## src/rtl/delay_line_ctrl_if.sv

```systemverilog
// rtl/delay_line_ctrl_if.sv - sample stream and external dual-port RAM bundle for delay_line_ctrl
interface delay_line_ctrl_if #(
  parameter int WIDTH = 8,
  parameter int DEPTH = 8
);
  localparam int ADDR_WIDTH = $clog2(DEPTH);

  logic [ADDR_WIDTH-1:0] delay;

  logic [WIDTH-1:0]      in_data;
  logic                  in_valid;
  logic                  in_ready;

  logic [WIDTH-1:0]      out_data;
  logic                  out_valid;
  logic                  out_ready;

  logic [ADDR_WIDTH-1:0] ram_wr_addr;
  logic                  ram_wr_en;
  logic [WIDTH-1:0]      ram_wr_data;
  logic [ADDR_WIDTH-1:0] ram_rd_addr;
  logic                  ram_rd_en;
  logic [WIDTH-1:0]      ram_rd_data;

  modport slave (
    input  delay, in_data, in_valid, out_ready, ram_rd_data,
    output in_ready, out_data, out_valid,
           ram_wr_addr, ram_wr_en, ram_wr_data, ram_rd_addr, ram_rd_en
  );

  modport master (
    output delay, in_data, in_valid, out_ready, ram_rd_data,
    input  in_ready, out_data, out_valid,
           ram_wr_addr, ram_wr_en, ram_wr_data, ram_rd_addr, ram_rd_en
  );
endinterface

```

## src/rtl/delay_line_ctrl.sv

```systemverilog
// rtl/delay_line_ctrl.sv - circular-buffer sample delay over an external dual-port RAM
module delay_line_ctrl #(
  parameter int WIDTH = 8,
  parameter int DEPTH = 8
) (
  input  logic              clk,
  input  logic              n_reset,
  delay_line_ctrl_if.slave  bus
);
  localparam int ADDR_WIDTH = $clog2(DEPTH);
  localparam int CNT_WIDTH  = ADDR_WIDTH + 1;
  localparam logic [CNT_WIDTH-1:0] FILL_MAX = CNT_WIDTH'(DEPTH);

  typedef enum logic [1:0] {
    S_IDLE,
    S_WAIT,
    S_OUT
  } state_t;

  state_t                state_q, state_d;
  logic [ADDR_WIDTH-1:0] wr_ptr_q, wr_ptr_d;
  logic [CNT_WIDTH-1:0]  fill_q, fill_d;
  logic                  primed_q, primed_d;
  logic [WIDTH-1:0]      out_data_q, out_data_d;
  logic                  run_q;

  logic                  in_ready;
  logic                  accept;
  logic [CNT_WIDTH-1:0]  delay_len;

  assign delay_len = {1'b0, bus.delay} + CNT_WIDTH'(1);

  // run_q keeps in_ready low during reset and until the first edge after release
  always_ff @(posedge clk or negedge n_reset) begin
    if (!n_reset) begin
      state_q    <= S_IDLE;
      wr_ptr_q   <= '0;
      fill_q     <= '0;
      primed_q   <= 1'b0;
      out_data_q <= '0;
      run_q      <= 1'b0;
    end else begin
      state_q    <= state_d;
      wr_ptr_q   <= wr_ptr_d;
      fill_q     <= fill_d;
      primed_q   <= primed_d;
      out_data_q <= out_data_d;
      run_q      <= 1'b1;
    end
  end

  always_comb begin
    state_d    = state_q;
    wr_ptr_d   = wr_ptr_q;
    fill_d     = fill_q;
    primed_d   = primed_q;
    out_data_d = out_data_q;
    in_ready   = 1'b0;

    case (state_q)
      S_IDLE: begin
        in_ready = run_q;
      end
      S_WAIT: begin
        out_data_d = primed_q ? bus.ram_rd_data : '0;
        state_d    = S_OUT;
      end
      S_OUT: begin
        in_ready = run_q & bus.out_ready;
        if (bus.out_ready) begin
          state_d = S_IDLE;
        end
      end
      default: begin
        state_d = S_IDLE;
      end
    endcase

    accept = bus.in_valid & in_ready;

    // The fill count before this accept decides whether the RAM slot holds real history
    if (accept) begin
      state_d  = S_WAIT;
      wr_ptr_d = wr_ptr_q + ADDR_WIDTH'(1);
      fill_d   = (fill_q == FILL_MAX) ? fill_q : fill_q + CNT_WIDTH'(1);
      primed_d = (fill_q >= delay_len);
    end
  end

  assign bus.in_ready    = in_ready;
  assign bus.out_valid   = (state_q == S_OUT);
  assign bus.out_data    = out_data_q;
  assign bus.ram_wr_en   = accept;
  assign bus.ram_wr_addr = wr_ptr_q;
  assign bus.ram_wr_data = bus.in_data;
  assign bus.ram_rd_en   = accept;
  assign bus.ram_rd_addr = wr_ptr_q - bus.delay - ADDR_WIDTH'(1);
endmodule

```

## src/flat_wrapper.sv

```systemverilog
// flat-port wrapper written by rule: the top's interface ports become plain ports
module delay_line_ctrl_flat 
#(
  parameter int WIDTH = 8,
  parameter int DEPTH = 8
)
  (clk, n_reset, bus_delay, bus_in_data, bus_in_valid, bus_out_ready, bus_ram_rd_data, bus_in_ready, bus_out_data, bus_out_valid, bus_ram_wr_addr, bus_ram_wr_en, bus_ram_wr_data, bus_ram_rd_addr, bus_ram_rd_en);
  delay_line_ctrl_if #(.WIDTH(WIDTH), .DEPTH(DEPTH)) bus_i ();
  input  logic clk;
  input  logic n_reset;
  input wire logic [$bits(bus_i.delay)-1:0] bus_delay;
  input wire logic [$bits(bus_i.in_data)-1:0] bus_in_data;
  input wire logic [$bits(bus_i.in_valid)-1:0] bus_in_valid;
  input wire logic [$bits(bus_i.out_ready)-1:0] bus_out_ready;
  input wire logic [$bits(bus_i.ram_rd_data)-1:0] bus_ram_rd_data;
  output wire logic [$bits(bus_i.in_ready)-1:0] bus_in_ready;
  output wire logic [$bits(bus_i.out_data)-1:0] bus_out_data;
  output wire logic [$bits(bus_i.out_valid)-1:0] bus_out_valid;
  output wire logic [$bits(bus_i.ram_wr_addr)-1:0] bus_ram_wr_addr;
  output wire logic [$bits(bus_i.ram_wr_en)-1:0] bus_ram_wr_en;
  output wire logic [$bits(bus_i.ram_wr_data)-1:0] bus_ram_wr_data;
  output wire logic [$bits(bus_i.ram_rd_addr)-1:0] bus_ram_rd_addr;
  output wire logic [$bits(bus_i.ram_rd_en)-1:0] bus_ram_rd_en;
  assign bus_i.delay = bus_delay;
  assign bus_i.in_data = bus_in_data;
  assign bus_i.in_valid = bus_in_valid;
  assign bus_i.out_ready = bus_out_ready;
  assign bus_i.ram_rd_data = bus_ram_rd_data;
  assign bus_in_ready = bus_i.in_ready;
  assign bus_out_data = bus_i.out_data;
  assign bus_out_valid = bus_i.out_valid;
  assign bus_ram_wr_addr = bus_i.ram_wr_addr;
  assign bus_ram_wr_en = bus_i.ram_wr_en;
  assign bus_ram_wr_data = bus_i.ram_wr_data;
  assign bus_ram_rd_addr = bus_i.ram_rd_addr;
  assign bus_ram_rd_en = bus_i.ram_rd_en;
  delay_line_ctrl #(.WIDTH(WIDTH), .DEPTH(DEPTH)) u_core (.clk(clk), .n_reset(n_reset), .bus(bus_i));
endmodule
```

## config.mk

```make
export PLATFORM = sky130hd
export DESIGN_NAME = delay_line_ctrl_flat
export DESIGN_NICKNAME = d
export VERILOG_FILES = /design/src/rtl/delay_line_ctrl_if.sv /design/src/rtl/delay_line_ctrl.sv /design/src/flat_wrapper.sv
export SDC_FILE = /design/constraint.sdc
export NUM_CORES = 1
export LEC_CHECK = 0
export CAP_MARGIN = 20
export CORE_ASPECT_RATIO = 0.7
export CORE_UTILIZATION = 36
export DETAILED_ROUTE_END_ITERATION = 16
export PLACE_DENSITY = 0.86
export SLEW_MARGIN = 20
export SYNTH_ARGS = -nofsm -noshare
export SYNTH_HDL_FRONTEND = slang
export SYNTH_SLANG_ARGS = --single-unit
```

## constraint.sdc

```tcl
create_clock -name clk -period 1.6 [get_ports clk]
set_input_delay 0.16 -clock clk [delete_from_list [all_inputs] [get_ports clk]]
set_output_delay 0.16 -clock clk [all_outputs]
set_load 0.01 [all_outputs]
```

==> results of run 1 <==
==> area by class of cell <==
type,instances,area (sq um),share of cell area [%]
Sequential cell,19,475,31.1
Timing Repair Buffer,47,415,27.2
Clock buffer,3,41.3,2.70
Inverter,9,33.8,2.21
Multi-Input combinational cell,68,513,33.6
Tap cell,36,45.0,2.95
Clock inverter,1,5.00,0.327
==> placed cells by master (no fill, tap or decap), types with 2 or more instances in the layout <==
cell and count:
clkbuf_8 3, inv_1 5, nand2_1 18, mux2_2 3, clkdlybuf4s50_1 24, xor2_1 3, xnor2_1 3, a21oi_1 2
buf_4 15, dfrtp_1 19, o21ai_0 9, dlygate4sd2_1 6, inv_2 4, nor3_1 4, buf_2 2, ha_1 8
==> through the flow <==
step	setup WS, ns	hold slack (ns)	power [W]	cells	utilization, %
6_report	-0.209	0.235	0.00229	183	54.6
4_1_cts	-0.208	0.237	0.00231	183	54.6
5_1_grt	-0.264	0.247	0.00247	183	54.6
3_5_place_dp	-0.747	0.320	0.00197	178	52.5
3_3_place_gp	-0.604	0.320	0.00189	178	52.5
2_1_floorplan	-0.0287	-0.136	0.00135	107	-
==> cell families after synthesis <==
logic type,synth area share [%]
and+or+nand+nor,16.0
DFF,44.4
other,0.351
adders and majority gates,12.4
AOI/OAI and AO/OA,6.32
muxes,4.56
buffers and inverters,10.2
xor gates and xnor gates,5.73
==> flip-flops by register name (all words and copies together) (netlist names) <==
signal and flops:
u_core.bus.out_data 8, u_core.bus.ram_wr_addr 3, u_core.fill_q 4, u_core.primed_q 1
u_core.run_q 1, u_core.state_q 2
==> where the power goes <==
group	switching (W)	internal, W	leakage [nW]
Clock	0.000152	0.000173	0.0255
Combinational	0.000505	0.000658	0.466
Sequential	0.000154	0.000651	0.239
Total	0.000812	0.00148	0.730
==> worst max-delay path, stage by stage (launching register included) <==
cell     delay, ns
dfrtp_1       0.37
ha_1          0.18
inv_2         0.04
fa_2          0.34
xnor2_2       0.14
xnor2_1       0.16
buf_2         0.17
==> path summary, 6_finish.rpt <==
check | endpoint | slack [ns] | depth (start not counted) | start
max | bus_ram_rd_addr[2] | -0.21 | 6 | u_core.bus.ram_wr_addr[0]$_DFFE_PN0P_
min | u_core.fill_q[0]$_DFFE_PN0P_ | 0.23 | 2 | n_reset
max in group asynchronous | u_core.bus.out_data[0]$_DFFE_PN0N_ | 1.16 | 2 | n_reset
min reg2reg | u_core.bus.out_data[4]$_DFFE_PN0N_ | 0.48 | 2 | u_core.bus.out_data[4]$_DFFE_PN0N_
min in group clk | bus_ram_wr_data[2] | 0.32 | 0 | bus_in_data[2]
max reg2reg | u_core.fill_q[1]$_DFFE_PN0P_ | 0.01 | 5 | u_core.fill_q[0]$_DFFE_PN0P_
==> per-layer routing <==
metal	GRT usage, %	part of all wire, %	routed length (um)	vias up
met5	0	0	0	-
met4	11.5	3.4	78	0
met3	4.76	5.5	125	6
met1	18.9	42	949	376
met2	26.2	49	1130	22
li1	-	-	-	422
==> what timing repair did <==
item | in CTS | in global routing
pin swaps | 3 | 3
hold buffers | 0 | 0
endpoints found under the setup margin | 8 | 4
endpoints found under the hold margin | 0 | 0
buffers inserted | 1 | 0
gates resized for setup | 20 | 2
gates cloned | 0 | 0
==> results.sh, run 1 <==
export IMPL_syn_area_sq_um=1070
export IMPL_grt_max_degree=20
export IMPL_antenna_diode_count=0
export IMPL_synth_top_area_share_pct=44.4
export IMPL_area_growth_syn_to_layout_pct=42.9
export IMPL_synth_edff_count=0
export IMPL_layout_drive_gt1_share_pct=24.5
export IMPL_arrival_ns=1.65
export IMPL_die_x_um=67.2
export IMPL_tns_ns=-0.269
export IMPL_nets=181
export IMPL_yosysUniqueCellTypes=27
export IMPL_violations="negative setup slack"
export IMPL_avgSynthCellArea_sq_um=10.0
export IMPL_yosysSeqAreaShare_pct=44.4
export IMPL_post_route_min_period_ns=1.81
export IMPL_yosysTopAreaCell="dfrtp_1"
export IMPL_postPlaceCellArea_sq_um=1470
export IMPL_core_sq_um=2800
export IMPL_insertion_delay_ns=0.25
export IMPL_clock_skew_ns=0.00640
export IMPL_worstSetupPathType="register to primary output"
export IMPL_dp_hpwl_mm=1.87
export IMPL_startpoint_type="register"
export IMPL_rows=16
export IMPL_wirelength_mm=2.28
export IMPL_cts_tree="yes"
export IMPL_cts_sinks=19
export IMPL_cp_required_ns=1.44
export IMPL_p_leak_nw=0.730
export IMPL_outcome="finished, violations left"
export IMPL_clock_fmax_ghz=0.553
export IMPL_design_area_sq_um=1530
export IMPL_cts_max_path_buffers=2
export IMPL_ir_drop_uv=879
export IMPL_synth_area_leaders="dfrtp_1 (44%), ha_1 (11%), buf_4 (6.3%)"
export IMPL_ant_nets=0
export IMPL_wl_per_cell_um=12.5
export IMPL_die_y_um=47.6
export IMPL_ys_warn_count=0
export IMPL_die_area_sq_um=3200
export IMPL_portBuffers=32
export IMPL_htree_levels=1
export IMPL_end_kind="primary output"
export IMPL_io_pins=49
export IMPL_synthFlopType="dfrtp_1"
export IMPL_synthCells=107
export IMPL_synth_common_cells="dfrtp_1 (19), nand2_1 (18), o21ai_0 (10)"
export IMPL_gr_usage_all_layers_pct=16.1
export IMPL_powerDensity_nw_per_um2=1500
export IMPL_grt_pass1_wl_mm=3.55
export IMPL_cts_buffers=3
export IMPL_gp_congestion=0.853
export IMPL_ys_seq_elements=19
export IMPL_hold_violations=0
export IMPL_grt_pass1_vias=789
export IMPL_drc=0
export IMPL_cts_root_buf="clkbuf_8"
export IMPL_min_period_over_period_pct=113
export IMPL_num_vias=826
export IMPL_dr_pass1_iters=4
export IMPL_maxSlewViolCount=0
export IMPL_vias_per_cell=4.51
export IMPL_grt_setup_unrepaired="true"
export IMPL_setup_slack_ns=-0.209
export IMPL_hp_class="primary input to asynchronous set/reset pin"
export IMPL_start_util_pct=38.2
export IMPL_clk_pin_slew_ns=0.07
export IMPL_synth_nets=140
export IMPL_ys_async_sr_fraction_pct=100
export IMPL_drt_iter0_drc=19
export IMPL_drv_cap=0
export IMPL_fillers=243
export IMPL_finalSetupViolations=2
export IMPL_grt_ovfl_total=0
export IMPL_grt_antenna_before_repair=0
export IMPL_worstPathMaxFanout=2
export IMPL_yosysMostFrequentCell="dfrtp_1"
Note: power is estimated with default switching activity, not from simulation.
==> run 2: changes to the inputs <==
--- a/config.mk
+++ b/config.mk
@@ -7,9 +7,10 @@
 export LEC_CHECK = 0
 export CAP_MARGIN = 20
 export CORE_ASPECT_RATIO = 0.7
-export CORE_UTILIZATION = 36
+export CORE_UTILIZATION = 25
 export DETAILED_ROUTE_END_ITERATION = 16
-export PLACE_DENSITY = 0.86
+export PLACE_DENSITY = 0.67
+export RECOVER_POWER = 50
 export SLEW_MARGIN = 20
 export SYNTH_ARGS = -nofsm -noshare
 export SYNTH_HDL_FRONTEND = slang
==> run 2 against run 1 <==
Compared with the run above:
- the flow still finishes with violations (negative setup slack)
- via count rose by 3.1%
- sequential share of layout area fell by 0.77 points
- non-clock buffer count rose by 2
- wire length fell by 0.88%
- sequential power fell by 1%
- hold slack improved by 0.085 ns
- critical path type unchanged
==> results.sh, run 2 (synthesized netlist as in run 1, its figures left out) <==
export IMPL_design_area_sq_um=1570
export IMPL_htree_levels=1
export IMPL_final_cell_mix="clkdlybuf4s50_1 (22), dfrtp_1 (19), nand2_1 (18), buf_4 (16), o21ai_0 (9)"
export IMPL_min_from="bus_in_data[1]"
export IMPL_post_route_min_period_ns=1.76
export IMPL_powerDensity_nw_per_um2=1460
export IMPL_startpoint_type="register"
export IMPL_hp_class="primary input to primary output"
export IMPL_vias_per_cell=4.24
export IMPL_clk_pin_slew_ns=0.06
export IMPL_arrival_ns=1.60
export IMPL_cts_root_buf="clkbuf_8"
export IMPL_power_total_w=0.00229
export IMPL_grt_ovfl_total=0
export IMPL_num_vias=852
export IMPL_min_period_over_period_pct=110
export IMPL_grt_setup_unrepaired="true"
export IMPL_maxSlewViolCount=0
export IMPL_met2_usage_pct=18.9
export IMPL_die_x_um=80.2
export IMPL_drv_cap=0
export IMPL_violations="negative setup slack"
export IMPL_cp_required_ns=1.44
export IMPL_largest_register_ffs=8
export IMPL_insertion_delay_ns=0.25
export IMPL_clock_skew_ns=0.00171
export IMPL_cts_sinks=19
export IMPL_dp_slack_ns=-0.728
export IMPL_cpPeakStageDelay_ns=0.35
export IMPL_layout_drive_gt1_share_pct=23.5
export IMPL_regToRegSetupSlack_ns=0
export IMPL_portBuffers=32
export IMPL_slew_headroom_pct=30.6
export IMPL_io_pins=49
export IMPL_antenna_diode_count=0
export IMPL_drt_iter0_drc=38
export IMPL_ant_nets=0
export IMPL_cts_max_path_buffers=2
export IMPL_dr_pass1_iters=4
export IMPL_grt_pass1_wl_mm=3.82
export IMPL_critPathBufInv=2
export IMPL_drc=0
export IMPL_cp_top_family="adder cells"
export IMPL_setup_slack_ns=-0.159
export IMPL_die_area_sq_um=4550
export IMPL_crit_slowest_cell="dfrtp_1"
export IMPL_grt_busiest_layer="met2"
export IMPL_die_y_um=56.7
export IMPL_core_sq_um=4020
export IMPL_layout_commonest_cell="clkdlybuf4s50_1"
export IMPL_clock_fmax_ghz=0.569
export IMPL_cp_depth=6
export IMPL_tightest_slew_ns=1.04
export IMPL_grt_max_degree=20
export IMPL_gp_congestion=0.737
export IMPL_wl_per_cell_um=11.2
export IMPL_ir_drop_uv=602
export IMPL_rows=19
export IMPL_r2r_worst_path_cells=5
export IMPL_gr_usage_met3_pct=4.55
export IMPL_start_util_pct=26.6
export IMPL_path_cells="ha_2, inv_2, fa_2, xnor2_2, xnor2_1, buf_2"
export IMPL_endpoint="bus_ram_rd_addr[2]"
export IMPL_worstPathMaxFanout=2
export IMPL_cts_buffers=3
export IMPL_grt_antenna_before_repair=0
export IMPL_postPlaceCellArea_sq_um=1510
export IMPL_gr_usage_all_layers_pct=11.1
export IMPL_hold_violations=0
export IMPL_met1_usage_pct=13.3
export IMPL_r2r_start="u_core.fill_q[0]$_DFFE_PN0P_"
export IMPL_crit_start="u_core.bus.ram_wr_addr[0]$_DFFE_PN0P_"
export IMPL_dp_hpwl_mm=1.86
export IMPL_area_growth_syn_to_layout_pct=46.5
export IMPL_cts_tree="yes"
export IMPL_grt_pass1_vias=881
export IMPL_nets=183
export IMPL_end_kind="primary output"
export IMPL_worstSetupPathType="register to primary output"
export IMPL_fin_util_pct=39.0
export IMPL_r2r_end="u_core.fill_q[1]$_DFFE_PN0P_"
export IMPL_outcome="finished, violations left"
export IMPL_wirelength_mm=2.26
export IMPL_p_leak_nw=0.750
export IMPL_finalSetupViolations=4
-- run 2: layout make-up --
class / count / area [sq um]
tap: 52 / 65.1
timing repair buffer: 49 / 429
multi-input combinational: 68 / 519
clock buffer: 4 / 45.0
sequential: 19 / 475
inverter: 9 / 33.8
fill: 420 / 2450
-- run 2: power by group --
part | internal [W] | switching [W]
Combinational | 0.000671 | 0.000504
Sequential | 0.000651 | 0.000146
Clock | 0.000176 | 0.000143
-- run 2: worst min-delay path by stage --
stage | slack, ns | to | depth (start not counted)
finish | 0.32 | bus_ram_wr_data[1] | 0
global route | 0.32 | bus_ram_wr_data[3] | 0
CTS | 0.25 | u_core.bus.out_data[2]$_DFFE_PN0N_ | 2
detailed placement | 0.32 | bus_ram_wr_data[0] | 0
global placement | 0.32 | bus_ram_wr_data[0] | 0
floorplan | -0.14 | u_core.bus.out_data[0]$_DFFE_PN0N_ | 0
-- run 2: repair_timing --
action                     in CTS  in global routing
setup buffers                   1                  0
pin swaps                       0                  1
gates cloned                    0                  0
setup endpoints to repair       8                  7
gates resized for setup        22                  3
hold buffers                    0                  0
-- run 2: stage by stage --
step                      hold WS, ns  cells  TNS (ns)
after CTS                       0.249    201    -0.252
final                           0.320    201    -0.274
after global routing            0.320    201    -0.619
after global placement          0.320    196     -2.22
after floorplan                -0.136    107   -0.0287
after detailed placement        0.320    196     -2.39
-- run 2: per-layer routing --
metal,vias to the layer above,wire length [um]
met3,2,130
met5,-,0
met1,401,1050
met2,23,1080
met4,0,4
li1,426,-
==> run 3: changes to the inputs <==
--- a/config.mk
+++ b/config.mk
@@ -15,3 +15,4 @@
 export SYNTH_ARGS = -nofsm -noshare
 export SYNTH_HDL_FRONTEND = slang
 export SYNTH_SLANG_ARGS = --single-unit
+export TNS_END_PERCENT = 5
==> run 3 against run 2 <==
Compared with the run above:
- wire length rose by 2.5%
- highest routed layer is now met3
- utilization fell by 0.25 points
- worst setup slack better by 0.0056 ns
- power shrank 1.9%
- largest power group unchanged
- fmax increased by 0.32%
- cell count increased by 1.5%
- the flow still finishes with violations (negative setup slack)
- clock power increased by 2%
- via count down 1.6%
==> results.sh, run 3 (synthesized netlist as in run 1, its figures left out) <==
export IMPL_area_growth_syn_to_layout_pct=45.6
export IMPL_cts_max_path_buffers=2
export IMPL_clock_skew_ns=0.00227
export IMPL_worstSetupPathType="register to primary output"
export IMPL_finalSetupViolations=5
export IMPL_grt_antenna_before_repair=0
export IMPL_start_util_pct=26.6
export IMPL_cts_buffers=3
export IMPL_slew_headroom_pct=31.2
export IMPL_cts_hold_buf=0
export IMPL_dr_pass1_iters=4
export IMPL_path_cells="ha_1, inv_1, fa_2, xnor2_2, xnor2_1, buf_2"
export IMPL_end_kind="primary output"
export IMPL_vias_per_cell=4.11
export IMPL_min_period_over_period_pct=110
export IMPL_die_x_um=80.2
export IMPL_hold_violations=0
export IMPL_clock_fmax_ghz=0.570
export IMPL_violations="negative setup slack"
export IMPL_placed_cells=200
export IMPL_tightest_slew_ns=1.03
export IMPL_cp_required_ns=1.44
export IMPL_portBuffers=32
export IMPL_arrival_ns=1.59
export IMPL_dp_hpwl_mm=1.85
export IMPL_grt_pass1_vias=909
export IMPL_grt_ovfl_total=0
export IMPL_cts_tree="yes"
export IMPL_antenna_diode_count=0
export IMPL_largest_register_ffs=8
export IMPL_outcome="finished, violations left"
export IMPL_core_sq_um=4020
export IMPL_gp_congestion=0.713
export IMPL_grt_setup_unrepaired="true"
export IMPL_io_pins=49
export IMPL_drt_iter0_drc=16
export IMPL_nets=186
export IMPL_num_vias=838
export IMPL_grt_pass1_wl_mm=3.93
export IMPL_insertion_delay_ns=0.25
export IMPL_clk_pin_slew_ns=0.07
export IMPL_stdcell_count=204
export IMPL_htree_levels=1
export IMPL_post_route_min_period_ns=1.75
export IMPL_timing_hold_ws_ns=0.320
export IMPL_gr_usage_all_layers_pct=11.0
export IMPL_crit_slowest_cell="dfrtp_1"
export IMPL_fillers=389
export IMPL_powerDensity_nw_per_um2=1440
export IMPL_setup_slack_ns=-0.153
export IMPL_hp_class="primary input to primary output"
export IMPL_final_cell_mix="clkdlybuf4s50_1 (22), buf_4 (19), dfrtp_1 (19), nand2_1 (18), o21ai_0 (9)"
export IMPL_p_leak_nw=0.750
export IMPL_cts_root_buf="clkbuf_8"
export IMPL_die_y_um=56.7
export IMPL_drv_cap=0
export IMPL_wirelength_mm=2.32
export IMPL_drc=0
export IMPL_ant_nets=0
export IMPL_tns_ns=-0.306
export IMPL_cpPeakStageDelay_ns=0.36
export IMPL_cts_setup_buffers=0
export IMPL_grt_max_degree=20
export IMPL_startpoint_type="register"
export IMPL_maxSlewViolCount=0
export IMPL_wl_per_cell_um=11.4
export IMPL_die_area_sq_um=4550
export IMPL_cts_sinks=19
export IMPL_worstPathMaxFanout=2
export IMPL_layout_drive_gt1_share_pct=22.4
export IMPL_layout_commonest_cell="clkdlybuf4s50_1"
export IMPL_regToRegSetupSlack_ns=-0.05
export IMPL_ir_drop_uv=755
export IMPL_rows=19
-- run 3: repair_timing --
action / CTS / global route
endpoints found under the setup margin: 9 / 3
pin swaps: 2 / 2
gates resized for setup: 21 / 0
-- run 3: layout make-up --
cell class                 count  area [sq um]  share of cell area [%]
inverter                       9          33.8                    2.17
sequential                    19           475                    30.5
tap                           52          65.1                    4.18
clock buffer                   4          45.0                    2.89
timing repair buffer          52           448                    28.8
multi-input combinational     68           490                    31.5
-- run 3: metal layers --
layer  global-route usage (%)  vias up  share of wire (%)
met5                        0        -                  0
met4                     2.04        0                  0
met3                     2.44        0                5.0
met2                     17.9       18                 46
met1                     14.9      392                 49
li1                         -      428                  -
-- run 3: path summary, 6_finish.rpt --
kind / end / cells after the start / start
setup / recovery: bus_ram_rd_addr[2] / 6 / u_core.bus.ram_wr_addr[0]$_DFFE_PN0P_
max in group asynchronous: u_core.bus.out_data[0]$_DFFE_PN0N_ / 2 / n_reset
hold reg to reg: u_core.bus.out_data[3]$_DFFE_PN0N_ / 2 / u_core.bus.out_data[3]$_DFFE_PN0N_
setup reg to reg: u_core.fill_q[1]$_DFFE_PN0P_ / 4 / u_core.state_q[0]$_DFFE_PN0P_
hold / removal: bus_ram_wr_data[1] / 0 / bus_in_data[1]
min in group asynchronous: u_core.fill_q[0]$_DFFE_PN0P_ / 2 / n_reset
-- run 3: power by group --
group	total [W]	internal [W]	leakage, nW	switching, W
Combinational	0.00112	0.000641	0.489	0.000481
Clock	0.000327	0.000177	0.0228	0.000151
Sequential	0.000800	0.000651	0.239	0.000148
Total	0.00225	0.00147	0.750	0.000780
-- run 3: through the flow --
stage	instance area (sq um)	power (W)	utilization, %	setup slack (ns)
after floorplan	1070	0.00135	-	-0.0288
final	1560	0.00225	38.8	-0.153
after global placement	1530	0.00192	38.2	-0.644
after CTS	1580	0.00229	39.3	-0.189
after detailed placement	1530	0.00197	38.2	-0.651
after global routing	1560	0.00243	38.8	-0.249
-- run 3: worst max-delay path, delay by kind of cell, from the launching register on --
kind	cells	cell delay (ns)
flip-flops	1	0.36
adder cells (fa/ha/maj)	2	0.50
buffers and inverters	2	0.20
XOR/XNOR	2	0.29
==> edit, RTL diff (flow settings as in run 1) <==
`WIDTH` is set to 8 in 3 places; all go to 6.
--- a/src/rtl/delay_line_ctrl_if.sv
+++ b/src/rtl/delay_line_ctrl_if.sv
@@ -1,6 +1,6 @@
 // rtl/delay_line_ctrl_if.sv - sample stream and external dual-port RAM bundle for delay_line_ctrl
 interface delay_line_ctrl_if #(
-  parameter int WIDTH = 8,
+  parameter int WIDTH = 6,
   parameter int DEPTH = 8
 );
   localparam int ADDR_WIDTH = $clog2(DEPTH);
--- a/src/rtl/delay_line_ctrl.sv
+++ b/src/rtl/delay_line_ctrl.sv
@@ -1,6 +1,6 @@
 // rtl/delay_line_ctrl.sv - circular-buffer sample delay over an external dual-port RAM
 module delay_line_ctrl #(
-  parameter int WIDTH = 8,
+  parameter int WIDTH = 6,
   parameter int DEPTH = 8
 ) (
   input  logic              clk,
--- a/src/flat_wrapper.sv
+++ b/src/flat_wrapper.sv
@@ -1,7 +1,7 @@
 // flat-port wrapper written by rule: the top's interface ports become plain ports
 module delay_line_ctrl_flat 
 #(
-  parameter int WIDTH = 8,
+  parameter int WIDTH = 6,
   parameter int DEPTH = 8
 )
   (clk, n_reset, bus_delay, bus_in_data, bus_in_valid, bus_out_ready, bus_ram_rd_data, bus_in_ready, bus_out_data, bus_out_valid, bus_ram_wr_addr, bus_ram_wr_en, bus_ram_wr_data, bus_ram_rd_addr, bus_ram_rd_en);
Interface: changed (resized bus_in_data, bus_out_data, bus_ram_rd_data and bus_ram_wr_data); port bits go from 49 to 41. No check against the original RTL was run, so the function may have changed too.
==> edit against run 1 <==
The flow still finishes with violations (negative setup slack); final area fell by 4.6%; total power fell by 4.6%; register-to-register slack got worse by 0.05 ns; routed wire length fell by 5.7%; sequential cell count fell by 2; worst setup slack improved by 0.070 ns; area after synthesis fell by 8.8%; global-route usage rose by 0.30 points; critical path type unchanged; highest routed layer unchanged.
==> edit: results <==
group,metric,value,unit
final_layout,clock_area_share,3.173,%
clocking,numCtsBuffers,3,
final_layout,num-nonclk-inverters,9,
critical_path,r2r_start,"u_core.fill_q[1]",
place,portBuffers,28,
clocking,postCtsSetupBuffers,1,
global_route,grt_pass1_vias,858,
place,placed_area,1385,µm²
synthesis,synthDistinctLibCells,26,
route,drt_wl_total,2150,µm
place,dp_cells,168,
place,gp_congestion,0.7593,
timing,holdWs,0.2372,ns
final_layout,seq_cells,17,
route,vias,798,
final_layout,largest_reg_flops,6,
timing,timing.final.ws_setup,-0.1395,ns
power_and_ir_drop,leakage,0.0007072,µW
final_layout,bufAreaShareNonClock,28.56,%
timing,clock_skew,0.001983,ns
synthesis,synth.avg_cell_area,10.17,µm²
critical_path,path_max_fanout,2,
timing,setup_viol,3,
final_layout,buffers_excl_clock,48,
clocking,ctsResizeCount,22,
synthesis,ys_top_cells_by_area,"dfrtp_1 (44%), ha_1 (12%), buf_4 (5.4%)",
power_and_ir_drop,ir_drop,618.7,µV
global_route,grt_pass1_wl,3560,µm
final_layout,multi_input_area_share,33.88,%
critical_path,r2r_slack,-0.04,ns
synthesis,synth_fp_nets,125,
synthesis,netlist_top_cells_count,"dfrtp_1 (17), nand2_1 (14), ha_1 (9), inv_1 (9), o21ai_0 (8)",
route,drt-initial-drc-count,27,
route,vias_per_cell,4.586,
place,dpl.hpwl,1687,µm
synthesis,ys_seq_area_share,43.59,%
final_layout,seq_share,29.16,%
global_route,grt_start_max_net_pins,18,
status,status,"finished, violations left",
final_layout,fill_cells,215,
route,drt_pre_antenna_iters,2,
floorplan,core,2515,µm²
critical_path,arrival,1.58,ns
global_route,grt_util_all_layers,16.43,%
status,failed_checks,"negative setup slack",
final_layout,drive_above_1_share,28.57,%
critical_path,startpoint,"u_core.bus.ram_wr_addr[0]",
final_layout,multi_input_cells,62,
final_layout,area_delta_synth_final,49.49,%
clocking,clk_pin_slew,0.06,ns
[edit: changes by cell type in the layout (fill, tap and decap cells not counted)]
| cell | before | now |
|---|---|---|
| buf_4 | 15 | 19 |
| clkdlybuf4s50_1 | 24 | 20 |
| nand2_1 | 18 | 14 |
| dfrtp_1 | 19 | 17 |
| buf_6 | 0 | 1 |
| inv_1 | 5 | 6 |
| inv_2 | 4 | 3 |
| nor3_2 | 1 | 0 |
| nor3_4 | 0 | 1 |
| o21ai_0 | 9 | 8 |
| o21ai_1 | 1 | 0 |
[edit: cells by family (layout without fill, tap and decap cells)]
family | Yosys count | after routing | share of synthesized area, %
buffers and inverters | 17 | 61 | 9.230
other | 1 | 1 | 0.3842
muxes | 4 | 4 | 4.999
xor gates and xnor gates | 7 | 7 | 6.282
AOI/OAI and AO/OA | 11 | 11 | 5.898
DFF | 17 | 17 | 43.59
and+or+nand+nor | 29 | 29 | 16.03
adders and majority gates | 10 | 10 | 13.59
[edit: stage by stage]
step           setup WS [ns]  setup TNS (ns)
3_3_place_gp         -0.6019          -1.912
3_5_place_dp         -0.6704          -2.307
5_1_grt              -0.2291         -0.4491
4_1_cts              -0.1722         -0.2955
6_report             -0.1395         -0.2402
2_1_floorplan       -0.02873        -0.02873
[edit: routing by layer]
metal,GRT usage [%],up-vias,share of wire [%]
met5,0,-,0
met4,1.333,0,0.28
met3,4.500,2,4.7
met2,34.47,22,52
met1,17.40,380,43
li1,-,394,-
[edit: power by group]
| part | total [µW] | internal [µW] | switching [µW] |
|---|---|---|---|
| sequential | 712 | 586 | 126 |
| combinational | 1170 | 668 | 497 |
| clock | 311 | 172 | 139 |
[edit: critical path: stages, from the launching register on]
cell     delay, ns
dfrtp_1       0.36
ha_1          0.14
inv_1         0.05
fa_2          0.35
xnor2_2       0.14
xnor2_1       0.15
buf_2         0.15
